--- src/rtl/timer_sched_pkg.sv ---
// Shared types and defaults for the timer slot scheduler.
package timer_sched_pkg;

    localparam int CNT_W_DEF = 32;
    localparam int NREQ_DEF  = 4;

    typedef enum logic [1:0] {
        IDLE  = 2'd0,
        LOAD  = 2'd1,
        COUNT = 2'd2,
        DONE  = 2'd3
    } state_t;

endpackage

--- src/rtl/timer_slot_scheduler_rr_arbiter.sv ---
// Combinational round-robin pick: first set request at or after ptr, wrapping.
module rr_arbiter
    import timer_sched_pkg::*;
#(
    parameter int NREQ  = NREQ_DEF,
    parameter int IDX_W = $clog2(NREQ)
) (
    input  logic [NREQ-1:0]  req,
    input  logic [IDX_W-1:0] ptr,
    output logic [NREQ-1:0]  win,
    output logic [IDX_W-1:0] win_idx
);

    logic             found;
    logic [IDX_W-1:0] cand;

    // Scan NREQ positions starting at the pointer; the first hit wins.
    always_comb begin
        found   = 1'b0;
        win     = '0;
        win_idx = '0;
        cand    = '0;
        for (int k = 0; k < NREQ; k++) begin
            cand = IDX_W'((int'(ptr) + k) % NREQ);
            if (!found && req[cand]) begin
                found        = 1'b1;
                win[cand]    = 1'b1;
                win_idx      = cand;
            end
        end
    end

endmodule

--- src/rtl/timer_slot_scheduler.sv ---
// One shared down-counter time-multiplexed between NREQ requesters.
//
//  state | meaning
//  IDLE  | waiting for any request; arbitration happens here
//  LOAD  | winner's delay just loaded, gnt pulse visible
//  COUNT | counting down; abort returns to IDLE without done
//  DONE  | done pulse for cur_idx visible, pointer advances on exit
module timer_slot_scheduler
    import timer_sched_pkg::*;
#(
    parameter int NREQ  = NREQ_DEF,
    parameter int CNT_W = CNT_W_DEF,
    parameter int IDX_W = $clog2(NREQ)
) (
    input  logic                  n0,
    input  logic                  n1,
    input  logic [NREQ-1:0]       req,
    input  logic [NREQ*CNT_W-1:0] req_load,
    input  logic                  abort,
    output logic [NREQ-1:0]       gnt,
    output logic [NREQ-1:0]       done,
    output logic                  busy,
    output logic [IDX_W-1:0]      cur_idx,
    output logic [CNT_W-1:0]      cnt_val
);

    state_t           state_q, state_d;
    logic [CNT_W-1:0] cnt_q, cnt_d;
    logic [IDX_W-1:0] idx_q, idx_d;
    logic [IDX_W-1:0] ptr_q, ptr_d;
    logic [NREQ-1:0]  gnt_q, gnt_d;
    logic [NREQ-1:0]  done_q, done_d;
    logic             busy_q, busy_d;

    logic [NREQ-1:0]  arb_win;
    logic [IDX_W-1:0] arb_idx;
    logic [CNT_W-1:0] load_sel;
    logic [IDX_W-1:0] ptr_after;

    rr_arbiter #(.NREQ(NREQ), .IDX_W(IDX_W)) u_arb (
        .req     (req),
        .ptr     (ptr_q),
        .win     (arb_win),
        .win_idx (arb_idx)
    );

    // Select the winner's delay with a one-hot mux and compute the next pointer.
    always_comb begin
        load_sel = '0;
        for (int i = 0; i < NREQ; i++) begin
            if (arb_win[i]) load_sel = req_load[i*CNT_W +: CNT_W];
        end
        ptr_after = (idx_q == IDX_W'(NREQ - 1)) ? '0 : idx_q + IDX_W'(1);
    end

    // Next-state and next-output logic; all outputs are registered from these.
    always_comb begin
        state_d = state_q;
        cnt_d   = cnt_q;
        idx_d   = idx_q;
        ptr_d   = ptr_q;
        gnt_d   = '0;
        done_d  = '0;
        case (state_q)
            IDLE: begin
                if (|req) begin
                    state_d = LOAD;
                    gnt_d   = arb_win;
                    idx_d   = arb_idx;
                    cnt_d   = load_sel;
                end
            end
            LOAD: state_d = COUNT;
            COUNT: begin
                // abort takes priority over expiry in the same cycle
                if (abort) begin
                    state_d = IDLE;
                    ptr_d   = ptr_after;
                end else if (cnt_q == '0) begin
                    state_d       = DONE;
                    done_d[idx_q] = 1'b1;
                end else begin
                    cnt_d = cnt_q - CNT_W'(1);
                end
            end
            DONE: begin
                state_d = IDLE;
                ptr_d   = ptr_after;
            end
            default: state_d = IDLE;
        endcase
        busy_d = (state_d != IDLE);
    end

    // State and output registers with synchronous reset.
    always_ff @(posedge n0) begin
        if (n1) begin
            state_q <= IDLE;
            cnt_q   <= '0;
            idx_q   <= '0;
            ptr_q   <= '0;
            gnt_q   <= '0;
            done_q  <= '0;
            busy_q  <= 1'b0;
        end else begin
            state_q <= state_d;
            cnt_q   <= cnt_d;
            idx_q   <= idx_d;
            ptr_q   <= ptr_d;
            gnt_q   <= gnt_d;
            done_q  <= done_d;
            busy_q  <= busy_d;
        end
    end

    assign gnt     = gnt_q;
    assign done    = done_q;
    assign busy    = busy_q;
    assign cur_idx = idx_q;
    assign cnt_val = cnt_q;

endmodule

--- config.mk ---
export PLATFORM = sky130hd
export DESIGN_NAME = timer_slot_scheduler
export DESIGN_NICKNAME = d
export VERILOG_FILES = /design/src/rtl/timer_sched_pkg.sv /design/src/rtl/timer_slot_scheduler_rr_arbiter.sv /design/src/rtl/timer_slot_scheduler.sv
export SDC_FILE = /design/constraint.sdc
export NUM_CORES = 1
export LEC_CHECK = 0
export ABC_CLOCK_PERIOD_IN_PS = 3080
export CAP_MARGIN = 0
export CORE_MARGIN = 2
export CORE_UTILIZATION = 39
export DETAILED_ROUTE_END_ITERATION = 12
export GPL_TIMING_DRIVEN = 0
export PLACE_DENSITY = 0.78
export SETUP_SLACK_MARGIN = 0.02
export SLEW_MARGIN = 30
export SYNTH_ARGS = -nofsm -noshare
export SYNTH_HDL_FRONTEND = slang
export SYNTH_SLANG_ARGS = --single-unit
export TNS_END_PERCENT = 10
--- constraint.sdc ---
create_clock -name n0 -period 3.08 [get_ports n0]
set_input_delay 0.616 -clock n0 [delete_from_list [all_inputs] [get_ports n0]]
set_output_delay 0.616 -clock n0 [all_outputs]
set_load 0.02 [all_outputs]
# Word-level counts from Yosys, hierarchy flattened
# Cells that the tools add are included.
# word_totals
input_bits,135
word_cells,103
register_bits,47
ramBits,0
latch_bits,0
n_memories,0
romBits,0
# op_classes
n_mul,0
bitwise,7
n_shift,0
n_eq_ne,8
n_reduce_logical,22
add_sub_neg,5
muxes,44
div,0
n_lt_le_gt_ge,10
# ops
op,count
$mux W32,7
$pmux W32 S2,1
$logic_not A32 Y1,1
$sub A32 B1 Y32 const B,1
$mux W2,9
$mux W4,4
$lt A2 B3 Y1 const B,5
$mux W1,12
$or A4 B4 Y4,3
$demux W1 S2,5
$ge A2 B1 Y1 const B,5
$bmux W1 S2,4
$logic_and A1 B1 Y1,8
$ne A2 B2 Y1 const B,4
$pmux W2 S4,1
$reduce_or A4 Y1,2
$eq A2 B2 Y1 const B,3
$reduce_bool A2 Y1,3
$add A2 B1 Y2 const B,2
$add A2 B2 Y2 const B,2
$not A1 Y1,4
$pmux W2 S2,1
$reduce_and A2 Y1,2
$reduce_and A4 Y1,1
4 further kinds,6

# Longest topological paths before layout
# logic_depth
ltp_word,18
depth_mapped,14
depth_no_buf,9

# By module
# A second synthesis with hierarchy kept.
# hier_totals
hier_cells,535
hier_area_um2,3982.6
# modules_own_cells
module,instances,area_per_inst_um2,cells_per_inst,seq_area_each_um2
timer_slot_scheduler,1,3543.4,487,940.9
rr_arbiter,1,439.2,48,0.0

# Worst setup path before layout
# No wires, ideal clock.
# synth_timing
path_type,reg2reg
start,register ptr_q[1]
end,register cnt_q[6] (netlist: cnt_val[6])
setup_time_ns,0.070
slack_ns,-0.146
synth_period_minus_slack_ns,3.226
arrival_ns,3.156
stages_incl_launch_ff,14
path_cell_list,dfxtp_1 -> clkbuf_1 -> inv_1 -> ha_1 -> buf_2 -> nor4bb_1 -> a22o_1 -> or2_2 -> buf_2 -> a221oi_4 -> buf_6 -> a221oi_2 -> or3_1 -> a21oi_1
# synth_between
elab_chain_cells,18
word_cells_on_any_way,53
cone_classes,3 x add/sub; 8 x order compare; 29 x mux; 3 x bitwise; 10 x reduce/logical
# synth_lines
item,line_no,rtl
from (decl),timer_slot_scheduler.sv:30,"logic [IDX_W-1:0] ptr_q, ptr_d;"
from (signal assigned),timer_slot_scheduler.sv:109,ptr_q <= ptr_d;
branches (longest 11 deep; another with $lt A2 B3 Y1),n/a,
$mux W4 (*),timer_slot_scheduler_rr_arbiter.sv:25,if (!found && req[cand]) begin
$mux W32 (3 in series),timer_slot_scheduler.sv:51,if (arb_win[i]) load_sel = req_load[i*CNT_W +: CNT_W];
$mux W32 (*),timer_slot_scheduler.sv:51,
$mux W32 (*),timer_slot_scheduler.sv:66,if (|req) begin
$pmux W32 S2 (*),timer_slot_scheduler.sv:64,case (state_q)
to (signal assigned),timer_slot_scheduler.sv:107,cnt_q <= cnt_d;
to (decl),timer_slot_scheduler.sv:28,"logic [CNT_W-1:0] cnt_q, cnt_d;"
# Mark *: on every way between the ends. The select of a mux whose other input is x is not followed.
# A chain may end at the register's enable or synchronous reset.

# Worst setup path in the final report
# layout_timing
start,register ptr_q[0]
end,register cnt_q[19] (netlist: cnt_val[19])
# The elaborated chain is that of the path after synthesis.

==> reports/metrics.csv <==
metric,value,unit
status,"complete, but fails checks",
failing checks,negative setup slack,
Post-DRT Antenna Nets,0,
"Clk pin slew, worst setup/hold paths",0.10,ns
dpl cells,819,
Root Driver,clkbuf_8,
max_slew headroom,53.5,%
"non-filler cells, final",846,
DR iter-0 viols,444,
DP Wirelength,13.6,mm
Seq cells post-synth,47,
WP buf/inv,4,
cts bufs inserted,5,
vias,5349,
post-layout minimum cycle time,3.11,ns
# clock sinks,47,
Crit Path Max Fanout,6,
DR WL/cell,22.2,microns
grt ovf,0,
drt total wl,18.8,mm
Initial Utilization,39.5,%
PwrDens,504,nW/um^2
# DRC,0,
Int Pwr,1.92,mW
worst path arrival time,3.33,ns
Final Cycle Share,101,%
combinational power share,57.0,%
Max Fclk,0.321,GHz
TritonCTS clock tree,done,
core region area,10100,sq um
# IOs,178,
Worst Max-Slew Pin Slew,0.698,ns
Synthesis Warnings,0,
Via-to-Cell Ratio,6.32,
initial antenna violation count,0,
switching power,1.43,mW
Lkg Pwr,2.45,nW
final hold viol count,0,
setup ws final,-0.0316,ns
Critical Path Source Type,flop,
unrepaired setup endpoints after global routing,yes,
Die Area,11100,sq um
Die X,105,microns
Final Core Density,65.5,%
pre-CTS WS,-1.09,ns
share of cells above drive strength 1,17.7,%
Yosys top cell by area,dfxtp_1,
Min Hold Slack,0.534,ns
max-cap viol count,0,
syn nets,653,
setup TNS,-0.0377,ns
"delay-heaviest family, CP",compound AO/OA/AOI/OAI gates,
critical-path cell list,"clkinvlp_4, ha_4, mux4_2, buf_4, a21o_1, o21ai_4, a221oi_4, buf_6, buf_12, a221oi_1, o21ai_0, and4_1",
Reg power frac,26.0,%
switch share,42.8,%
Final Wtd Congestion,0.966,
Worst EP required,3.29,ns
most frequent cells in the layout,"173 x clkdlybuf4s50_1, 45 x dfxtp_1, 41 x a21oi_1",
CTS H-tree lvls,2,
fin nets,856,
Max Root-Sink Buffers,2,
asr flop ratio synth,0,%
Peak VDD IR,0.000327,V
clk_lat worst skew,0.32,ns
drt first pass iters,7,
CP peak stage delay,0.61,ns
Syn Inst Count,506,
global-route wire length before repair,28.4,mm
prevailing post-synth register cell,dfxtp_1,
PortBufs,177,
CP Class,flop to flop,
Post-DP Area,5970,sq um
final setup vio count,2,
post-synthesis cell area,4010,sq um
Critical Path End Type,flop,
Layout Skew,0.00646,ns
Post-synth EDFFs,0,
total power,3.35,mW
clock network power share,16.9,%
number of global-route vias before repair,5173,
Critical Path Slowest Stage Cell,mux4_2,
Die Span Y,105,microns
sequential area share after synthesis,23.5,%
"commonest non-fill, non-tap cell in the layout",clkdlybuf4s50_1,
Area contributors post-synth,"dfxtp_1 23%, a21oi_1 5.7%, o21ai_0 4.6%",
"Slew Viols, Final",0,
unique cell type count in the Yosys netlist,70,
row count,37,
area delta synth->final,65.8,%
share of the synthesized area in the top cell type,23.5,%
gr usage total,32.4,%
largest net degree at the start of global routing,16,
Mapped Avg Cell Area,7.92,sq um
antenna fix cells,0,
Worst Hold Class,flop to flop,
cell area after layout,6640,sq um
## power groups by stage
stage / clock, mW / sequential, mW / combinational [mW]
floorplan: 0 / 0.947 / 0.848
global placement: 0 / 0.875 / 1.61
detailed placement: 0 / 0.874 / 1.63
CTS: 0.572 / 0.860 / 1.78
global route: 0.592 / 0.885 / 2.02
finish: 0.566 / 0.872 / 1.91
## worst min-delay path: cells and delay by family (launching register included)
| family | cells | cell delay (ns) |
|---|---|---|
| AO/OA/AOI/OAI | 1 | 0.07 |
| buffers and inverters | 1 | 0.07 |
| flip-flops | 1 | 0.36 |
## cell type report
type                       instances  area (sq um)
clock inverter                     3          67.6
sequential                        47           948
inverter                          17          70.1
buffer                            38           275
clock buffer                       5          68.8
timing repair buffer             198          1970
multi-input combinational        402          3070
fill                             880          3490
tap                              136           170
## routing by layer
metal  track usage (%)  vias up  wire length (microns)
met3              6.37       36                   1880
met5                 0        -                      0
met2              53.5      342                   9160
li1                  -     2396                      -
met4              10.0        0                    336
met1              42.6     2575                   7420
## sequential cells by signal (all words and copies together), names as in the netlist
| register | count |
|---|---|
| gnt | 4 |
| ptr_q | 2 |
| state_q | 2 |
| done | 4 |
| cnt_val | 32 |
| busy | 1 |
| cur_idx | 2 |
## path summary, 6_finish.rpt
path | start | endpoint | slack (ns) | cells after the start
hold / removal | cnt_val[31] | cnt_val[31] | 0.53 | 2
setup reg to reg | ptr_q[0] | cnt_val[19] | -0.03 | 12
setup / recovery | ptr_q[0] | cnt_val[19] | -0.03 | 12
hold reg to reg | cnt_val[31] | cnt_val[31] | 0.53 | 2
## cell families after synthesis
logic type,count (synthesis),synth area share (%)
AOI/OAI and AO/OA,207,39.3
adders and majority gates,12,3.75
buffers and inverters,57,6.59
xor gates and xnor gates,1,0.219
muxes,12,4.00
and+or+nand+nor,170,22.7
DFF,47,23.5
## timing repair
item	in CTS	in global routing
resized for setup	39	61
buffers inserted	18	3
setup endpoints to repair	35	34
hold buffers	0	0
pin swaps	9	16
endpoints found under the hold margin	0	0
## cell usage after synthesis (4+ instances only)
master and number:
a31oi_1 5, o31ai_1 5, a221oi_2 12, nand3_1 6
a311o_1 5, or3_1 12, o22ai_1 15, ha_1 12
nor3b_1 4, a221o_1 4, a21oi_1 46, mux2i_1 7
a221oi_1 20, and2_1 6, nor2b_1 4, o211ai_1 4
or2_2 6, inv_1 17, o21a_1 5, nor2_1 37
or4_1 5, dfxtp_1 47, nor4_1 13, o21ai_0 37
a21o_1 6, o221ai_1 4, clkbuf_1 15, buf_2 16
buf_4 4, and3_1 8, nor3_1 27, nand2b_1 4
a211oi_1 6, nand2_1 26
No activity file was read; power rests on OpenSTA's default activity.
